### src/rtl/ex_mem_flag_stage.sv
// rtl/ex_mem_flag_stage.sv - EX/MEM boundary register with Z/V/N flag register and HLT tracking
//
// Purpose:
//   Captures the ALU result, write-back info and the destination register at the EX/MEM
//   boundary. Owns the architectural Z/V/N flag register. Tracks HLT retirement with a
//   RUN -> DRAIN -> HALTED state machine.
//
// Ports:
//   clk, rst                 clock, synchronous active-high reset
//   in_valid, stall, flush   EX stage qualifiers
//   opcode, alu_res,         EX instruction, ALU (saturated) result, adder overflow,
//   alu_ovfl, wr_en, dst     write enable and destination register
//   out_valid, out_res,      registered EX/MEM contents; out_wr is 0 whenever out_valid is 0
//   out_wr, out_dst
//   flag_z, flag_v, flag_n   architectural flags
//   flag_fwd                 {N,V,Z} as seen by the branch unit
//   halted                   HLT has retired from this stage
//
// Configuration:
//   FLAG_BYPASS_EN  when defined, flag_fwd carries the flags the current EX instruction
//                   would produce if it advances this cycle (combinational bypass).
//                   When undefined, flag_fwd is the registered flag value.

module ex_mem_flag_stage #(
  parameter int WIDTH = 16,
  parameter int OPW   = 4,
  parameter int REGW  = 4
) (
  input  logic             clk,
  input  logic             rst,
  input  logic             in_valid,
  input  logic             stall,
  input  logic             flush,
  input  logic [OPW-1:0]   opcode,
  input  logic [WIDTH-1:0] alu_res,
  input  logic             alu_ovfl,
  input  logic             wr_en,
  input  logic [REGW-1:0]  dst,
  output logic             out_valid,
  output logic [WIDTH-1:0] out_res,
  output logic             out_wr,
  output logic [REGW-1:0]  out_dst,
  output logic             flag_z,
  output logic             flag_v,
  output logic             flag_n,
  output logic [2:0]       flag_fwd,
  output logic             halted
);

  localparam logic [OPW-1:0] OP_ADD = OPW'(0);
  localparam logic [OPW-1:0] OP_SUB = OPW'(1);
  localparam logic [OPW-1:0] OP_XOR = OPW'(2);
  localparam logic [OPW-1:0] OP_SLL = OPW'(4);
  localparam logic [OPW-1:0] OP_SRA = OPW'(5);
  localparam logic [OPW-1:0] OP_ROR = OPW'(6);
  localparam logic [OPW-1:0] OP_HLT = {OPW{1'b1}};

  typedef enum logic [1:0] {
    S_RUN    = 2'd0,
    S_DRAIN  = 2'd1,
    S_HALTED = 2'd2
  } state_t;

  state_t           state_q, state_d;
  logic             valid_q, valid_d;
  logic [WIDTH-1:0] res_q,   res_d;
  logic             wr_q,    wr_d;
  logic [REGW-1:0]  dst_q,   dst_d;
  logic             z_q,     z_d;
  logic             v_q,     v_d;
  logic             n_q,     n_d;

  logic             advance;
  logic             z_upd, v_upd, n_upd;

  assign advance = in_valid & ~stall & ~flush & (state_q == S_RUN);

  // Flags the EX instruction would leave behind if it advanced. Z is taken on the
  // saturated result, so a clamped 0x7FFF/0x8000 never reports zero.
  always_comb begin
    z_upd = z_q;
    v_upd = v_q;
    n_upd = n_q;
    case (opcode)
      OP_ADD, OP_SUB: begin
        z_upd = (alu_res == '0);
        v_upd = alu_ovfl;
        n_upd = alu_res[WIDTH-1];
      end
      OP_XOR, OP_SLL, OP_SRA, OP_ROR: begin
        z_upd = (alu_res == '0);
      end
      default: begin
      end
    endcase
  end

  always_comb begin
    state_d = state_q;
    valid_d = valid_q;
    res_d   = res_q;
    wr_d    = wr_q;
    dst_d   = dst_q;
    z_d     = z_q;
    v_d     = v_q;
    n_d     = n_q;
    case (state_q)
      S_RUN: begin
        if (flush || (!stall && !in_valid)) begin
          valid_d = 1'b0;
          wr_d    = 1'b0;
        end else if (advance) begin
          valid_d = 1'b1;
          res_d   = alu_res;
          dst_d   = dst;
          wr_d    = wr_en;
          z_d     = z_upd;
          v_d     = v_upd;
          n_d     = n_upd;
          if (opcode == OP_HLT) begin
            // HLT occupies out_* for one cycle but never writes the register file.
            wr_d    = 1'b0;
            state_d = S_DRAIN;
          end
        end
      end
      S_DRAIN: begin
        // A stall keeps HLT visible downstream; a flush cannot cancel the halt.
        if (flush || !stall) begin
          valid_d = 1'b0;
          wr_d    = 1'b0;
          state_d = S_HALTED;
        end
      end
      S_HALTED: begin
        valid_d = 1'b0;
        wr_d    = 1'b0;
      end
      default: begin
        valid_d = 1'b0;
        wr_d    = 1'b0;
        state_d = S_RUN;
      end
    endcase
  end

  always_ff @(posedge clk) begin
    if (rst) begin
      state_q <= S_RUN;
      valid_q <= 1'b0;
      res_q   <= '0;
      wr_q    <= 1'b0;
      dst_q   <= '0;
      z_q     <= 1'b0;
      v_q     <= 1'b0;
      n_q     <= 1'b0;
    end else begin
      state_q <= state_d;
      valid_q <= valid_d;
      res_q   <= res_d;
      wr_q    <= wr_d;
      dst_q   <= dst_d;
      z_q     <= z_d;
      v_q     <= v_d;
      n_q     <= n_d;
    end
  end

  assign out_valid = valid_q;
  assign out_res   = res_q;
  assign out_wr    = wr_q;
  assign out_dst   = dst_q;
  assign flag_z    = z_q;
  assign flag_v    = v_q;
  assign flag_n    = n_q;
  assign halted    = (state_q == S_HALTED);

`ifdef FLAG_BYPASS_EN
  assign flag_fwd = advance ? {n_upd, v_upd, z_upd} : {n_q, v_q, z_q};
`else
  assign flag_fwd = {n_q, v_q, z_q};
`endif

endmodule

### config.mk
export PLATFORM = sky130hd
export DESIGN_NAME = ex_mem_flag_stage
export DESIGN_NICKNAME = d
export VERILOG_FILES = /design/src/rtl/ex_mem_flag_stage.sv
export SDC_FILE = /design/constraint.sdc
export NUM_CORES = 1
export LEC_CHECK = 0
export BUFFER_PORTS_ARGS = -buffer_cell sky130_fd_sc_hd__buf_2
export CELL_PAD_IN_SITES_DETAIL_PLACEMENT = 2
export CELL_PAD_IN_SITES_GLOBAL_PLACEMENT = 2
export CORE_MARGIN = 2
export CORE_UTILIZATION = 22
export DETAILED_ROUTE_END_ITERATION = 8
export GPL_TIMING_DRIVEN = 1
export HOLD_SLACK_MARGIN = 0.06
export PLACE_DENSITY_LB_ADDON = 0.08
export SETUP_SLACK_MARGIN = 0.3
export SYNTH_ARGS = -nofsm -noshare
export SYNTH_HDL_FRONTEND = slang
export SYNTH_SLANG_ARGS = --single-unit
### constraint.sdc
create_clock -name clk -period 1.56 [get_ports clk]
set_clock_uncertainty 0.1 [all_clocks]
set_input_delay 0.234 -clock clk [delete_from_list [all_inputs] [get_ports clk]]
set_output_delay 0.234 -clock clk [all_outputs]
set_load 0.005 [all_outputs]
# After elaboration in Yosys (flattened, before gate mapping)
# Cells that the tools add are included.
[word_totals]
regBits = 27
inputBits = 31
out_inout_bits = 29
elab_cells = 56
[classes]
n_eq_ne = 13
n_mux = 13
bitwise = 7
n_reduce_logical = 15
[op_table]
columns = ["op", "n"]
rows = [
  ["zero test 16 bit", 1],
  ["== test 4 x 3 -> 1 bit (second input constant)", 3],
  ["2-to-1 mux 2 bit", 4],
  ["AND reduction 4 bit", 2],
  ["2-to-1 mux 1 bit", 6],
  ["!= test 2 bit (second input constant)", 3],
  ["case mux 2 bit (3 select lines)", 1],
  ["OR reduction 6 bit", 1],
  ["AND reduction 5 bit", 1],
  ["== test 4 x 1 -> 1 bit (second input constant)", 1],
  ["== test 4 x 2 -> 1 bit (second input constant)", 1],
  ["== test 4 bit (second input constant)", 1],
  ["zero test 4 bit", 1],
  ["inverter 1 bit", 4],
  ["case mux 1 bit (2 select lines)", 2],
  ["AND 1 bit", 3],
  ["!= test 3 x 2 -> 1 bit (second input constant)", 1],
  ["AND reduction 3 bit", 1],
  ["== test 2 x 1 -> 1 bit (second input constant)", 1],
  ["== test 2 bit (second input constant)", 1],
  ["zero test 1 bit", 2],
  ["zero test 2 bit", 1],
  ["logical OR 1 bit", 2],
  ["!= test 2 x 1 -> 1 bit (second input constant)", 1],
  ["other kinds (3)", 3],
]

# Logic depth before layout (Yosys ltp)
# Gate-level depths: netlist (run 1).
[depth]
depth_word = 7
ltp_mapped = 5
depth_no_buf = 4

# Worst setup path after synthesis (run 1)
# OpenSTA, ideal clock, no wires.
[synth_path]
kind = "register -> register"
from = "reg state_q[0]"
to = "reg z_q, in the netlist flag_z"
setup_ns = 0.070
t_arrival_ns = 1.216
required_time_ns = 1.390
slack_ns = 0.173
path_stages_with_launch = 5
n_path_buf = 0
cell_sequence = "dfxtp_1 nor4_4 nand2_1 or3_1 a21oi_1"
[synth_via]
elab_chain_cells = 3
[synth_rtl]
columns = ["element", "line", "rtl"]
rows = [
  ["start: declaration", "64", "state_t state_q, state_d;"],
  ["start signal: assignment", "158", "state_q <= state_d;"],
  ["zero test 2 bit *", "76, 107", ""],
  ["AND 1 bit", "76", "assign advance = in_valid & ~stall & ~flush & (state_q == S_RUN);"],
  ["AND reduction 4 bit (no line) *", "-", ""],
  ["end signal: assignment", "163", "z_q <= z_d;"],
  ["end: declaration", "69", "logic z_q, z_d;"],
]
# Every way passes the cells marked *; elsewhere a longest branch is shown, timed or not.
# A chain may end at the register's enable or synchronous reset.

# Worst setup path in the final report (run 1)
[layout_path]
from = "reg state_q[1]"
to = "reg z_q, in the netlist flag_z"
# Same word-level chain as after synthesis.

==> results of run 1 <==
## metrics by stage
stage / util [%] / TNS (ns) / instances / hold slack (ns)
final: 32.8 / 0 / 248 / 0.103
after global routing: 32.8 / 0 / 248 / 0.0861
after CTS: 32.3 / 0 / 247 / 0.0943
after detailed placement: 30.3 / -0.0441 / 240 / 0.348
after global placement: 30.3 / 0 / 240 / 0.341
after floorplan: - / 0 / 131 / 0.270
## where the power goes
group          internal, mW  switching, mW
Sequential            0.706        0.00862
Clock                 0.183          0.213
Combinational        0.0716         0.0828
## cell usage in the layout, fill, tap and decap left out, drive strengths merged, types with 2 or more instances in the layout
cell type,instances
mux2i,2
a21oi,24
nand4,2
nand2,41
dfxtp,27
buf,69
nor2,6
nand3,3
clkbuf,4
o21ai,2
nor4,5
## sequential cells by signal, summed over array words and instances, names as in the netlist
| signal | flops |
|---|---|
| out_wr | 1 |
| out_res | 16 |
| flag_z | 1 |
| flag_v | 1 |
| flag_n | 1 |
| out_valid | 1 |
| out_dst | 4 |
| state_q | 2 |
## layer usage
metal	GRT usage [%]	share of wire (%)
met1	15.7	42
met2	25.4	52
met3	2.62	5.6
met4	3.70	0.64
met5	0	0
## cell type report
type,instances,area [um2],share of cell area (%)
Clock buffer,4,45.0,2.95
Inverter,1,3.75,0.246
Multi-Input combinational cell,93,477,31.2
Sequential cell,27,544,35.7
Tap cell,54,67.6,4.43
Timing Repair Buffer,69,389,25.5
## how the worst min path moves through the flow
stage	end	slack, ns	depth (start not counted)
4_1_cts	out_dst[0]	0.09	3
3_5_place_dp	out_res[6]	0.35	2
6_report	out_dst[0]	0.10	3
2_1_floorplan	out_dst[0]	0.27	2
5_1_grt	out_dst[0]	0.09	3
3_3_place_gp	out_res[12]	0.34	2
## worst register-to-register path: stages (launching register included)
cell	delay [ns]
dfxtp_4	0.37
nor4_4	0.32
nand2_2	0.12
or3_1	0.37
a21oi_2	0.11
## cells by family after synthesis
| group | after synthesis |
|---|---|
| buf+inv | 11 |
| compound gates | 28 |
| simple gates | 63 |
| flops | 27 |
| mux | 2 |
## repair_timing
item	in CTS	in global routing
resized for setup	9	3
buffers inserted	3	1
pin swaps	3	2
setup endpoints to repair	27	27
==> summary.txt, run 1 <==
Critical Path Start Type - flip-flop
Clock Pin Slew Worst Setup and Hold Paths - 0.09 ns
Routed WL - 3.61 mm
share of the synthesized area in the top cell type - 51.5%
Worst Setup SP - state_q[1]
Seq cells post-synth - 27
Pwr Density - 829 mW/mm2
run status - finished, final reports clean
slew at the pin closest to its max-slew limit - 0.528 ns
Compound-Gate Fraction of Synth Area - 14.1%
CP endpoint kind - flip-flop
Post-synth EDFFs - 0
predominant post-synthesis flop cell - dfxtp_1
Pre-antenna DRT Iters - 3
crit path max-delay cell type - dfxtp_4
fillcell total - 555
most instantiated cells after synthesis - 41 x nand2_1, 27 x dfxtp_1, 24 x a21oi_1, 6 x nor2_1, 5 x clkbuf_1
area leader, netlist - dfxtp_1
gr ovfl total - 0
Post-synth ARST share - 0%
adder-cell share of the synthesized area - 0%
Fmax - 0.687 GHz
Hold Vio Cnt, Final - 0
cts hold-fix bufs - 0
largest family of logic cells by synthesized area - simple AND/OR/NAND/NOR gates
worst vdd ir - 0.270 mV
CTS max path bufs - 2
final max-slew violation count - 0
Initial Util - 22.5%
Syn Inst Count - 131
syn nets - 162
top area cells in the synthesized netlist - dfxtp_1 51%, nand2_1 15%, a21oi_1 11%, nor4_1 2.4%, buf_4 2.1%
RSZ-0062 raised after global routing - true
Req. time, crit path - 1.66 ns
TritonCTS Buffers - 3
CP Class - flip-flop to flip-flop
r2r startpoint - state_q[1]
first-pass GRT wire length - 5.59 mm
core footprint - 0.00466 mm2
dpl cell area - 0.00141 mm2
layout cells sized above 1 - 41.2%
io pins - 60
max_cap viols - 0
die area - 0.00534 mm2
clk sink count - 27
fin crit period - 1.46 ns
DRC Markers - 0
number of port buffers - 59
Synth Warn # - 0
xor and xnor area share after synthesis - 0%
GRT Overall Usage - 13.7%
WP depth - 4
initial antenna violation count - 0
Die W - 73.1 um
pre-CTS setup slack - -0.0441 ns
crit-path cells - nor4_4 > nand2_2 > or3_1 > a21oi_2
largest net degree at the start of global routing - 28
WL/cell - 14.5 um
worst path bufs/invs - 0
Final WS setup - 0.104 ns
Vias per Instance - 4.68
std cell rows - 25
Worst R2R Path Depth - 4
reg2reg setup slack - 0.10 ns
Worst Path Max Fanout - 4
Leak Pwr - 0.679 nW
Mapped Area - 0.00105 mm2
average cell area after synthesis - 8.01 um2
Max transition margin - 64.8%
synth unique cells - 22
multiplexer share of the synthesized area - 1.91%
Final period util - 93.3%
diode count - 0
GP Congestion - 0.773
DP Wirelength - 2.78 mm
Area Growth Syn to Fin - 45.4%
via count - 1161
most frequent cell after synthesis - nand2_1
hold_sp - dst[0]
number of global-route vias before repair - 1164
total power - 1.27 mW
R2R Path End - flag_z
crit path DAT - 1.56 ns
Top delay family on crit path - simple AND/OR/NAND/NOR gates
crit-path max cell delay - 0.37 ns
CTS tree - yes
die height - 73.1 um
# setup viols final - 0
register area share after synthesis - 51.5%
clk_lat worst skew - 0.26 ns
H-Tree Depth - 1
Final nets - 226
number of DRC markers in iteration 0 - 21
hold crit path type - primary input to flip-flop
Post-Synth Simple-Gate Area - 27.3%
Worst Setup EP - flag_z
post-route cell area - 0.00153 mm2
CTS root buffer - clkbuf_8
post-route ant nets - 0
No activity file was read; power rests on OpenSTA's default activity.
==> run 2: changes to the inputs <==
--- a/config.mk
+++ b/config.mk
@@ -8,7 +8,6 @@
 export BUFFER_PORTS_ARGS = -buffer_cell sky130_fd_sc_hd__buf_2
 export CELL_PAD_IN_SITES_DETAIL_PLACEMENT = 2
 export CELL_PAD_IN_SITES_GLOBAL_PLACEMENT = 2
-export CORE_MARGIN = 2
 export CORE_UTILIZATION = 22
 export DETAILED_ROUTE_END_ITERATION = 8
 export GPL_TIMING_DRIVEN = 1
==> constraint.sdc (replaced) <==
create_clock -name clk -period 1.52 [get_ports clk]
set_clock_uncertainty 0.1 [all_clocks]
set_input_delay 0.228 -clock clk [delete_from_list [all_inputs] [get_ports clk]]
set_output_delay 0.228 -clock clk [all_outputs]
set_load 0.005 [all_outputs]
==> run 2 against run 1 <==
Effect of this change:
- the run now ends with design-rule violations left
- sequential power up 3%
- clock power up 5.6%
- largest cell class unchanged
- worst setup slack worse by 0.043 ns
- maximum frequency down 0.19%
- via count down 3.1%
- core utilization up 1.6 points
- cell count down 2.0%
- first-iteration DRC count up 29%
- routed wire length down 1.9%
==> summary.txt, run 2 (synthesized netlist as in run 1, its figures left out) <==
run status - complete, but fails checks (was finished, final reports clean)
failing checks - design-rule violations
Final nets - 223 (was 226)
Pwr Density - 856 mW/mm2 (was 829 mW/mm2)
diode count - 0 (unchanged)
Critical Path Start Type - flip-flop (unchanged)
DP Wirelength - 2.59 mm (was 2.78 mm)
number of global-route vias before repair - 1206 (was 1164)
post-route ant nets - 0 (unchanged)
clk_lat worst skew - 0.27 ns (was 0.26 ns)
H-Tree Depth - 1 (unchanged)
core footprint - 0.00447 mm2 (was 0.00466 mm2)
crit path DAT - 1.56 ns (about the same)
Die W - 71.1 um (was 73.1 um)
internal power - 0.985 mW (was 0.960 mW)
RSZ-0062 raised after global routing - true (unchanged)
CTS tree - yes (unchanged)
max FFs per register - 16 (unchanged)
largest net degree at the start of global routing - 28 (unchanged)
Area Growth Syn to Fin - 46.2% (was 45.4%)
Hold Vio Cnt, Final - 0 (unchanged)
Min Hold Slack - 0.0840 ns (was 0.103 ns)
number of port buffers - 59 (unchanged)
via count - 1125 (was 1161)
sequential share of power - 55.8% (was 56.5%)
slew at the pin closest to its max-slew limit - 0.514 ns (was 0.528 ns)
layout cells sized above 1 - 44.5% (was 41.2%)
std cell rows - 24 (was 25)
most frequent cells in the layout - 59 x buf_2, 31 x nand2_1, 26 x dfxtp_1 (was 59 x buf_2, 40 x nand2_1, 26 x dfxtp_1)
switching fraction of total power - 25.1% (was 24.1%)
CTS root buffer - clkbuf_8 (unchanged)
io pins - 60 (unchanged)
Worst Path Max Fanout - 4 (unchanged)
clock power share - 31.8% (was 31.3%)
number of DRC markers in iteration 0 - 27 (was 21)
post-route cell area - 0.00154 mm2 (was 0.00153 mm2)
Pre-antenna DRT Iters - 6 (was 3)
Initial Util - 23.5% (was 22.5%)
DRC Markers - 5 (was 0)
max_cap viols - 0 (unchanged)
TritonCTS Buffers - 3 (unchanged)
die height - 71.1 um (was 73.1 um)
GRT Overall Usage - 14.0% (was 13.7%)
worst vdd ir - 0.276 mV (was 0.270 mV)
Req. time, crit path - 1.62 ns (was 1.66 ns)
highest metal used - met4 (unchanged)
met2 wire len - 1.73 mm (was 1.88 mm)
Routed WL - 3.54 mm (was 3.61 mm)
Vias per Instance - 4.63 (was 4.68)
pre-CTS setup slack - -0.0565 ns (was -0.0441 ns)
# setup viols final - 0 (unchanged)
first-pass GRT wire length - 5.54 mm (was 5.59 mm)
gr ovfl total - 0 (unchanged)
die area - 0.00505 mm2 (was 0.00534 mm2)
area of the multi-input gates - 490 um2 (was 477 um2)
Leak Pwr - 0.678 nW (was 0.679 nW)
Clock Pin Slew Worst Setup and Hold Paths - 0.09 ns (about the same)
final max-slew violation count - 0 (unchanged)
Final WS setup - 0.0609 ns (was 0.104 ns)
non-filler cells, final - 243 (was 248)
Fmax - 0.685 GHz (was 0.687 GHz)
Max transition margin - 65.7% (was 64.8%)
initial antenna violation count - 0 (unchanged)
Placed Instances - 236 (was 240)
Sw Pwr - 0.329 mW (was 0.305 mW)
hold crit path type - primary input to flip-flop (unchanged)
CP Class - flip-flop to flip-flop (unchanged)
CP endpoint kind - flip-flop (unchanged)
Final period util - 96.0% (was 93.3%)
clk sink count - 27 (unchanged)
fillcell total - 516 (was 555)
CTS max path bufs - 2 (unchanged)
sequential cell area - 544 um2 (unchanged)
dpl cell area - 0.00141 mm2 (about the same)
Met1 Wirelength - 1.57 mm (was 1.50 mm)
Comb power frac - 12.4% (was 12.2%)
GP Congestion - 0.651 (was 0.773)
most common cell after layout, fill and taps aside - buf_2 (unchanged)
metal3 WL - 200 um (was 201 um)
WL/cell - 14.6 um (was 14.5 um)
fin crit period - 1.46 ns (about the same)
[run 2: changes by cell type in the layout (fill, tap and decap cells not counted), sizes merged]
cell and change:
buf -4, clkinv +1
[run 2: path summary, 6_finish.rpt]
check | from | cells past startpoint | endpoint | slack (ns)
worst max-delay path | state_q[1] | 4 | flag_z | 0.06
worst min-delay path | dst[1] | 3 | out_dst[1] | 0.08
worst max register to register | state_q[1] | 4 | flag_z | 0.06
worst min register to register | out_res[13] | 2 | out_res[13] | 0.36
[run 2: critical path: stages (launching register included)]
cell and delay (ns):
dfxtp_4 0.36, nor4_4 0.31, nand2_2 0.13, or3_1 0.37
a21oi_1 0.12
[run 2: timing repair]
action                                  CTS  global route
cloned                                    0             1
buffers inserted                          1             1
resized for setup                         4            12
endpoints found under the setup margin   27            27
hold buffers                              0             0
[run 2: power by group through the flow]
stage               combinational (mW)  clock, mW  sequential, mW
floorplan                       0.0561          0           0.754
finish                           0.163      0.418           0.734
CTS                              0.153      0.436           0.734
global route                     0.180      0.463           0.737
detailed placement               0.151          0           0.752
global placement                 0.147          0           0.751
[run 2: layout make-up]
type	count	area share (%)
clock buffer	3	2.69
tap	52	4.24
clock inverter	1	0.326
sequential	27	35.5
inverter	1	0.244
timing repair buffer	66	25.1
multi-input combinational	93	31.9
[run 2: stage by stage]
| step | util (%) | setup TNS [ns] | power (mW) |
|---|---|---|---|
| 5_1_grt | 34.3 | -0.0305 | 1.38 |
| 6_report | 34.3 | 0 | 1.31 |
| 4_1_cts | 32.9 | 0 | 1.32 |
| 3_5_place_dp | 31.4 | -0.0565 | 0.904 |
| 3_3_place_gp | 31.4 | -0.0253 | 0.899 |
| 2_1_floorplan | - | 0 | 0.810 |
[run 2: routing by layer]
metal / vias to the layer above / track usage (%)
li1: 560 / -
met1: 524 / 17.2
met2: 36 / 24.7
met3: 5 / 3.28
met4: 0 / 3.33
met5: - / 0
==> run 3: changes to the inputs <==
--- a/config.mk
+++ b/config.mk
@@ -12,6 +12,7 @@
 export DETAILED_ROUTE_END_ITERATION = 8
 export GPL_TIMING_DRIVEN = 1
 export HOLD_SLACK_MARGIN = 0.06
+export MAX_ROUTING_LAYER = met4
 export PLACE_DENSITY_LB_ADDON = 0.08
 export SETUP_SLACK_MARGIN = 0.3
 export SYNTH_ARGS = -nofsm -noshare
==> run 3 against run 2 <==
Effect of this change:
- the run still ends with design-rule violations left
- critical path depth is the same
- critical path type unchanged
- non-clock buffer count is the same
- flip-flop and latch count is the same
- sequential share of layout area is the same
- count of clock-buffer cells in the layout is the same
- worst hold slack gained 0.0018 ns
- critical endpoint unchanged
==> summary.txt, run 3 (synthesized netlist as in run 1, its figures left out) <==
Final WS setup - 0.0618 ns (was 0.0609 ns)
Leak Pwr - 0.678 nW (unchanged)
via count - 1119 (was 1125)
first-pass GRT wire length - 5.53 mm (was 5.54 mm)
cts hold-fix bufs - 0 (unchanged)
most frequent cells in the layout - 59 x buf_2, 31 x nand2_1, 26 x dfxtp_1 (unchanged)
slew at the pin closest to its max-slew limit - 0.514 ns (about the same)
Worst Setup EP - flag_z (unchanged)
number of global-route vias before repair - 1208 (was 1206)
GP Congestion - 0.657 (was 0.651)
die area - 0.00505 mm2 (unchanged)
Final Core Density - 34.3% (unchanged)
Pwr Density - 853 mW/mm2 (was 856 mW/mm2)
CP endpoint kind - flip-flop (unchanged)
layout cells sized above 1 - 44.5% (unchanged)
Pre-antenna DRT Iters - 6 (unchanged)
H-Tree Depth - 1 (unchanged)
CTS root buffer - clkbuf_8 (unchanged)
DP Wirelength - 2.59 mm (unchanged)
std cell rows - 24 (unchanged)
hold crit path type - primary input to flip-flop (unchanged)
Vias per Instance - 4.60 (was 4.63)
Hold Vio Cnt, Final - 0 (unchanged)
DRC Markers - 5 (unchanged)
Clock Pin Slew Worst Setup and Hold Paths - 0.09 ns (about the same)
pre-CTS setup slack - -0.0565 ns (unchanged)
Worst Setup SP - state_q[1] (unchanged)
Worst R2R Path Depth - 4 (unchanged)
total power - 1.31 mW (about the same)
max_cap viols - 0 (unchanged)
clk_lat worst skew - 0.27 ns (about the same)
WL/cell - 14.5 um (was 14.6 um)
run status - complete, but fails checks (unchanged)
final max-slew violation count - 0 (unchanged)
# setup viols final - 0 (unchanged)
failing checks - design-rule violations (unchanged)
TritonCTS Buffers - 3 (unchanged)
post-route ant nets - 0 (unchanged)
number of port buffers - 59 (unchanged)
gr ovfl total - 0 (unchanged)
worst vdd ir - 0.273 mV (was 0.276 mV)
Min Hold Slack - 0.0858 ns (was 0.0840 ns)
Routed WL - 3.53 mm (was 3.54 mm)
diode count - 0 (unchanged)
Max transition margin - 65.8% (was 65.7%)
Die W - 71.1 um (unchanged)
most common cell after layout, fill and taps aside - buf_2 (unchanged)
Initial Util - 23.5% (unchanged)
R2R Path End - flag_z (unchanged)
Fmax - 0.686 GHz (was 0.685 GHz)
CP Class - flip-flop to flip-flop (unchanged)
Area Growth Syn to Fin - 46.2% (unchanged)
GRT Overall Usage - 14.4% (was 14.0%)
number of DRC markers in iteration 0 - 30 (was 27)
CTS tree - yes (unchanged)
crit path DAT - 1.56 ns (about the same)
Final nets - 223 (unchanged)
clk sink count - 27 (unchanged)
hold_sp - dst[1] (unchanged)
Worst Path Max Fanout - 4 (unchanged)
Req. time, crit path - 1.62 ns (about the same)
RSZ-0062 raised after global routing - true (unchanged)
fin crit period - 1.46 ns (about the same)
die height - 71.1 um (unchanged)
initial antenna violation count - 0 (unchanged)
max FFs per register - 16 (unchanged)
CTS max path bufs - 2 (unchanged)
Critical Path Start Type - flip-flop (unchanged)
reg2reg setup slack - 0.06 ns (about the same)
core footprint - 0.00447 mm2 (unchanged)
hold path cells - 3 (unchanged)
io pins - 60 (unchanged)
largest net degree at the start of global routing - 28 (unchanged)
r2r startpoint - state_q[1] (unchanged)
Final period util - 95.9% (was 96.0%)
[run 3: how the worst min path moves through the flow]
stage | slack (ns) | to
final | 0.09 | out_dst[1]
after global routing | 0.08 | out_dst[0]
after CTS | 0.08 | out_dst[1]
after detailed placement | 0.35 | out_res[0]
after global placement | 0.34 | out_res[13]
after floorplan | 0.26 | out_dst[0]
[run 3: timing repair]
| action | CTS | global route |
|---|---|---|
| endpoints found under the setup margin | 27 | 27 |
| setup buffers | 1 | 1 |
| gates cloned | 0 | 1 |
| resized for setup | 4 | 12 |
[run 3: layout make-up]
| cell class | count | area [um2] |
|---|---|---|
| repair buffers | 66 | 385 |
| multi-input cells | 93 | 490 |
| well taps | 52 | 65.1 |
| clock inverters | 1 | 5.00 |
| fillers | 516 | 2940 |
| inverters | 1 | 3.75 |
| flip-flops and latches | 27 | 544 |
| clock buffers | 3 | 41.3 |
[run 3: through the flow]
stage	setup TNS [ns]	cells	area, um2
floorplan	0	131	1060
global placement	-0.0253	236	1410
detailed placement	-0.0565	236	1410
CTS	0	241	1470
global route	-0.0305	243	1540
finish	0	243	1540
[run 3: layer usage]
metal	vias up	track usage (%)	share of wire [%]	wire (um)
met1	522	17.4	45	1590
met5	-	-	0	0
met3	2	2.99	5.3	188
met2	36	24.7	49	1740
li1	559	-	-	-
met4	0	3.33	0.34	12
[run 3: critical path: stages, from the launching register on]
cell	delay, ns
dfxtp_4	0.36
nor4_4	0.31
nand2_2	0.13
or3_1	0.37
a21oi_1	0.12
[run 3: power breakdown]
part           switching, mW  internal [mW]
registers            0.00914          0.725
clock network          0.229          0.184
logic                 0.0863         0.0765
total                  0.325          0.985
